$ cat config.mk
export PLATFORM = sky130hd
export DESIGN_NAME = cyphertext_fifo
export DESIGN_NICKNAME = d
export VERILOG_FILES = /design/src/rtl/cyphertext_fifo.sv
export SDC_FILE = /design/constraint.sdc
export NUM_CORES = 1
export LEC_CHECK = 0
export CAP_MARGIN = 20
export CORE_MARGIN = 1.5
export CORE_UTILIZATION = 62
export CTS_CLUSTER_DIAMETER = 60
export DETAILED_ROUTE_END_ITERATION = 10
export GPL_TIMING_DRIVEN = 0
export PLACE_DENSITY_LB_ADDON = 0.25
export SLEW_MARGIN = 20
export SYNTH_ARGS = -nofsm -noshare
export SYNTH_HDL_FRONTEND = slang
export SYNTH_SLANG_ARGS = --single-unit
$ cat constraint.sdc
create_clock -name clk_i -period 32.8 [get_ports clk_i]
set_input_delay 6.56 -clock clk_i [delete_from_list [all_inputs] [get_ports clk_i]]
set_output_delay 6.56 -clock clk_i [all_outputs]
set_load 0.01 [all_outputs]
$ cat src/rtl/cyphertext_fifo.sv
// ---------------------------------------------------------------------------
// cyphertext_fifo
//   Circular result buffer between the AES encryption core and its consumer.
//   Every finish_i pulse writes ciphertext_i into the buffer. The consumer
//   drains the buffer through a valid/ready read port. The block tracks
//   occupancy and a sticky overflow flag. It also keeps a registered copy of
//   the last ciphertext that was accepted.
//
//   Optional feature macro: CYPHER_FIFO_AF_EN
//     When defined, the block adds the almost_full_o port:
//     almost_full_o = (count_o >= AF_THRESH).
//     The encryption controller uses it to stall before the buffer overflows.
//
// Ports
//   clk_i         in   clock, rising edge
//   rst_ni        in   asynchronous active-low reset
//   clear_i       in   synchronous flush of pointers, count and overflow
//   finish_i      in   write strobe, ciphertext_i valid
//   ciphertext_i  in   ciphertext word from the encryption core
//   rd_ready_i    in   consumer accepts the head entry
//   rd_valid_o    out  buffer non-empty, rd_data_o valid
//   rd_data_o     out  head entry (combinational read)
//   last_q_o      out  most recently accepted ciphertext
//   count_o       out  occupancy, 0..DEPTH
//   full_o        out  count_o == DEPTH
//   overflow_o    out  sticky, a write was dropped
//   almost_full_o out  count_o >= AF_THRESH (CYPHER_FIFO_AF_EN only)
// ---------------------------------------------------------------------------
module cyphertext_fifo #(
  parameter int TEXT_WIDTH = 128,
  parameter int DEPTH      = 8,
  parameter int ADDR_WIDTH = 3,
  parameter int AF_THRESH  = 6
) (
  input  logic                  clk_i,
  input  logic                  rst_ni,
  input  logic                  clear_i,
  input  logic                  finish_i,
  input  logic [TEXT_WIDTH-1:0] ciphertext_i,
  input  logic                  rd_ready_i,
  output logic                  rd_valid_o,
  output logic [TEXT_WIDTH-1:0] rd_data_o,
  output logic [TEXT_WIDTH-1:0] last_q_o,
  output logic [ADDR_WIDTH:0]   count_o,
  output logic                  full_o,
  output logic                  overflow_o
`ifdef CYPHER_FIFO_AF_EN
  ,
  output logic                  almost_full_o
`endif
);

  localparam logic [ADDR_WIDTH:0]   FULL_COUNT = (ADDR_WIDTH+1)'(DEPTH);
  localparam logic [ADDR_WIDTH:0]   CNT_STEP   = (ADDR_WIDTH+1)'(1);
  localparam logic [ADDR_WIDTH:0]   CNT_ZERO   = (ADDR_WIDTH+1)'(0);
  localparam logic [ADDR_WIDTH-1:0] PTR_STEP   = ADDR_WIDTH'(1);
  localparam logic [ADDR_WIDTH-1:0] PTR_ZERO   = ADDR_WIDTH'(0);

  // Illegal parameter sets are rejected at elaboration. AF_THRESH is
  // checked even when the almost-full output is compiled out, so that
  // enabling the feature later cannot expose a bad value.
  if ((DEPTH < 2) || ((1 << ADDR_WIDTH) != DEPTH) ||
      (AF_THRESH < 1) || (AF_THRESH > DEPTH - 1)) begin : g_param_check
    $error("cyphertext_fifo: illegal DEPTH/ADDR_WIDTH/AF_THRESH");
  end

  logic [TEXT_WIDTH-1:0] mem_r [DEPTH];
  logic [ADDR_WIDTH-1:0] wr_ptr_r;
  logic [ADDR_WIDTH-1:0] rd_ptr_r;
  logic [ADDR_WIDTH:0]   count_r;
  logic                  overflow_r;
  logic [TEXT_WIDTH-1:0] last_q_r;

  logic push_s;
  logic pop_s;
  logic drop_s;

  // Handshake decode. When the buffer is full, a write is accepted only if a
  // pop frees an entry in the same cycle.
  always_comb begin
    pop_s  = 1'b0;
    push_s = 1'b0;
    drop_s = 1'b0;
    if (count_r != CNT_ZERO) begin
      pop_s = rd_ready_i;
    end else begin
      pop_s = 1'b0;
    end
    if (finish_i) begin
      push_s = (count_r != FULL_COUNT) || pop_s;
      drop_s = (count_r == FULL_COUNT) && !pop_s;
    end else begin
      push_s = 1'b0;
      drop_s = 1'b0;
    end
  end

  // Storage array, written on each accepted push. It has no reset.
  always_ff @(posedge clk_i) begin
    if (push_s && !clear_i) begin
      mem_r[wr_ptr_r] <= ciphertext_i;
    end
  end

  // Pointers, occupancy, overflow flag and last-accepted copy. clear_i wins
  // over push and pop. last_q is deliberately kept across a clear.
  always_ff @(posedge clk_i or negedge rst_ni) begin
    if (!rst_ni) begin
      wr_ptr_r   <= PTR_ZERO;
      rd_ptr_r   <= PTR_ZERO;
      count_r    <= CNT_ZERO;
      overflow_r <= 1'b0;
      last_q_r   <= {TEXT_WIDTH{1'b0}};
    end else if (clear_i) begin
      wr_ptr_r   <= PTR_ZERO;
      rd_ptr_r   <= PTR_ZERO;
      count_r    <= CNT_ZERO;
      overflow_r <= 1'b0;
    end else begin
      if (push_s) begin
        wr_ptr_r <= wr_ptr_r + PTR_STEP;
        last_q_r <= ciphertext_i;
      end
      if (pop_s) begin
        rd_ptr_r <= rd_ptr_r + PTR_STEP;
      end
      if (drop_s) begin
        overflow_r <= 1'b1;
      end
      case ({push_s, pop_s})
        2'b10:   count_r <= count_r + CNT_STEP;
        2'b01:   count_r <= count_r - CNT_STEP;
        default: count_r <= count_r;
      endcase
    end
  end

  assign rd_valid_o = (count_r != CNT_ZERO);
  assign full_o     = (count_r == FULL_COUNT);
  assign count_o    = count_r;
  assign overflow_o = overflow_r;
  assign last_q_o   = last_q_r;
  assign rd_data_o  = mem_r[rd_ptr_r];

`ifdef CYPHER_FIFO_AF_EN
  assign almost_full_o = (count_r >= (ADDR_WIDTH+1)'(AF_THRESH));
`endif

endmodule

==> results.json <==
{
  "io_buffers": 394,
  "netlist_instances": 1834,
  "r2r_cells": 11,
  "holdWs_ns": 0.502,
  "grt_max_degree": 74,
  "drt_first_pass_iters": 7,
  "finalMaxSlewViolations": 0,
  "cts_resized": 0,
  "fillers": 3490,
  "vdd_drop_max_mv": 0.0525,
  "clk_path_buf_depth": 3,
  "viasPerCell": 6.09,
  "postSynthAreaPerCell_um2": 24.1,
  "post-cts-setup-buffers": 0,
  "drive_gt1_share_pct": 34.1,
  "hold_start": "last_q_o[62]$_DFFE_PN0P_",
  "slew_headroom_pct": 25.9,
  "grt_pass1_wl_mm": 149,
  "path_max_fanout": 10,
  "start_util_pct": 62.9,
  "grt-ovfl-total": 0,
  "placed_area_um2": 50900,
  "synth_flop_cell": "edfxtp_1",
  "wl_per_cell_um": 28.3,
  "cts.sinks": 1163,
  "clk_pin_slew_ns": 0.07,
  "yosysWarnings": 0,
  "synth_common_cells": "1024 x edfxtp_1, 256 x mux4_2, 139 x dfrtp_1, 129 x mux2_2, 120 x mux2_4",
  "max_freq_mhz": 94.1,
  "period_needed_ns": 10.63,
  "cts_buffers": 114,
  "synthTopCellsByArea": "edfxtp_1 69%, mux4_2 13%, dfrtp_1 7.9%",
  "drt-initial-drc-count": 1976,
  "hpwlAfterDp_mm": 64.0,
  "power_per_cell_area_nw_per_um2": 71.3,
  "synth_seq_area_share_pct": 77.3,
  "endpoint_kind": "output port",
  "cp-start-kind": "flop",
  "wl_mm": 99.8,
  "cts_tree": "yes",
  "yosysMostFrequentCell": "edfxtp_1",
  "clk_latency_ns": 0.67,
  "antenna_found_initial": 3,
  "drtAntennaViolNets": 0,
  "grt_pass1_vias": 22900,
  "io_pins": 396,
  "total_power_mw": 3.91,
  "leakage_nw": 18.4,
  "finalHoldViolations": 0,
  "die_w_um": 270,
  "critPathLaunch": "rd_ptr_r[1]$_DFFE_PN0P_",
  "track_usage_pct": 27.9,
  "worstPathRequired_ns": 26.24,
  "postLayoutCoreUtil_pct": 77.9,
  "num_rows": 97,
  "vias": 21500,
  "setup_ws_ns": 22.17,
  "synth_cell_types": 35,
  "final_nets": 2626,
  "pre_cts_ws_ns": 22.47,
  "whs_path_depth": 1,
  "timing.final.crit_share_pct": 32.4,
  "coreArea_um2": 70400,
  "critical_path_class": "flop to output port",
  "yosysTopAreaCellShare_pct": 69.4,
  "synth_async_sr_flop_share_pct": 12.0,
  "drc": 0,
  "cap_violations": 0,
  "synthToLayoutAreaGrowth_pct": 23.7,
  "dieArea_um2": 73000,
  "cp.arrival_ns": 4.07,
  "reg2reg_from": "count_o[0]$_DFFE_PN0P_",
  "syn_area_um2": 44300,
  "stdcell_area_um2": 54800,
  "dieHeight_um": 270,
  "hp-class": "flop to flop",
  "gp_congestion": 0.765,
  "fin_skew_ns": 0.0218,
  "run_status": "finished clean",
  "rsz0062_at_grt": "no",
  "synthesis.nets": 1972,
  "synth_edf_count": 1024,
  "tightest_slew_ns": 1.11,
  "yosys.area.top_type": "edfxtp_1",
  "cts-root-buf": "clkbuf_16",
  "synth-seq-cells": 1163,
  "postCtsHoldBufs": 0,
  "finalSetupViolations": 0,
  "cts_htree_levels": 3
}
-- where the power goes --
| part | internal, mW | switching [mW] | total, mW | leakage [nW] |
|---|---|---|---|---|
| Sequential | 1.67 | 0.0321 | 1.71 | 10.9 |
| Clock | 0.791 | 0.543 | 1.33 | 1.90 |
| Combinational | 0.486 | 0.384 | 0.869 | 5.66 |
| Total | 2.95 | 0.959 | 3.91 | 18.4 |
-- metal layers --
layer  track usage [%]  wire, µm  part of all wire, %  vias to the layer above
met5                 0        27                0.027                        -
met4              7.56      2300                  2.3                        4
met3              5.62      8060                  8.1                      150
met2              47.2     51500                   52                      984
met1              37.6     37900                   38                    11400
li1                  -         -                    -                     8994
-- registers in the layout (all words and copies together) (netlist names) --
register    flops
last_q_o      128
wr_ptr_r        3
mem_r        1024
rd_ptr_r        3
count_o         4
overflow_o      1
-- logic make-up (layout without fill, tap and decap cells) --
| group | Yosys count | in the layout | share of synthesized area (%) |
|---|---|---|---|
| XOR/XNOR | 5 | 5 | 0.0989 |
| other | 0 | 1 | 0 |
| flip-flops | 1163 | 1163 | 77.3 |
| AO/OA/AOI/OAI | 10 | 10 | 0.192 |
| buffers and inverters | 93 | 847 | 1.10 |
| AND/OR/NAND/NOR | 39 | 39 | 0.446 |
| multiplexers | 519 | 519 | 20.7 |
| adder cells (fa/ha/maj) | 5 | 5 | 0.158 |
-- worst paths after layout --
check                      slack, ns                   endpoint
min reg2reg                     0.50   last_q_o[62]$_DFFE_PN0P_
max                            22.17              rd_data_o[23]
max reg2reg                    29.16     mem_r[4][46]$_DFFE_PP_
min in group asynchronous       5.89  last_q_o[103]$_DFFE_PN0P_
min                             0.50   last_q_o[62]$_DFFE_PN0P_
max in group asynchronous      26.06   last_q_o[60]$_DFFE_PN0P_
-- cell type report --
type	instances	area [µm²]	area share, %
multi-input cells	578	9620	17.6
clock buffers	160	3280	5.99
well taps	940	1180	2.15
flip-flops and latches	1163	34200	62.5
inverters	4	15.0	0.0274
repair buffers	538	5400	9.86
plain buffers	89	478	0.872
diodes	1	2.50	0.00457
clock inverters	56	598	1.09
-- metrics by stage --
stage	setup TNS (ns)	instances
final	0	3529
after global routing	0	3529
after CTS	0	3528
after detailed placement	0	3312
after global placement	-297.10	3168
after floorplan	0	1834
-- layout by cell type, fill, tap and decap left out, drive strengths merged --
| cell type | count |
|---|---|
| a211oi | 1 |
| a31oi | 2 |
| buf | 189 |
| bufinv | 12 |
| clkbuf | 205 |
| clkdlybuf4s50 | 393 |
| clkinv | 36 |
| clkinvlp | 4 |
| dfrtp | 139 |
| diode | 1 |
| edfxtp | 1024 |
| fa | 1 |
| ha | 4 |
| inv | 8 |
| mux2 | 259 |
| mux2i | 4 |
| mux4 | 256 |
| nand2 | 4 |
| nand2b | 5 |
| nand3b | 1 |
| nor2 | 18 |
| nor2b | 2 |
| nor3 | 4 |
| nor4 | 1 |
| nor4b | 1 |
| o211ai | 2 |
| o21ai | 2 |
| o22ai | 2 |
| o41ai | 1 |
| or3 | 2 |
| or3b | 1 |
| xnor2 | 2 |
| xor2 | 3 |
-- worst max-delay path, stage by stage, from the launching register on --
cell and delay, ns:
dfrtp_1 0.35, clkbuf_1 0.25, clkbuf_1 0.86, clkbuf_1 0.63
mux4_2 0.41, mux2_2 0.28, clkdlybuf4s50_1 0.62
No activity file was read; power rests on OpenSTA's default activity.
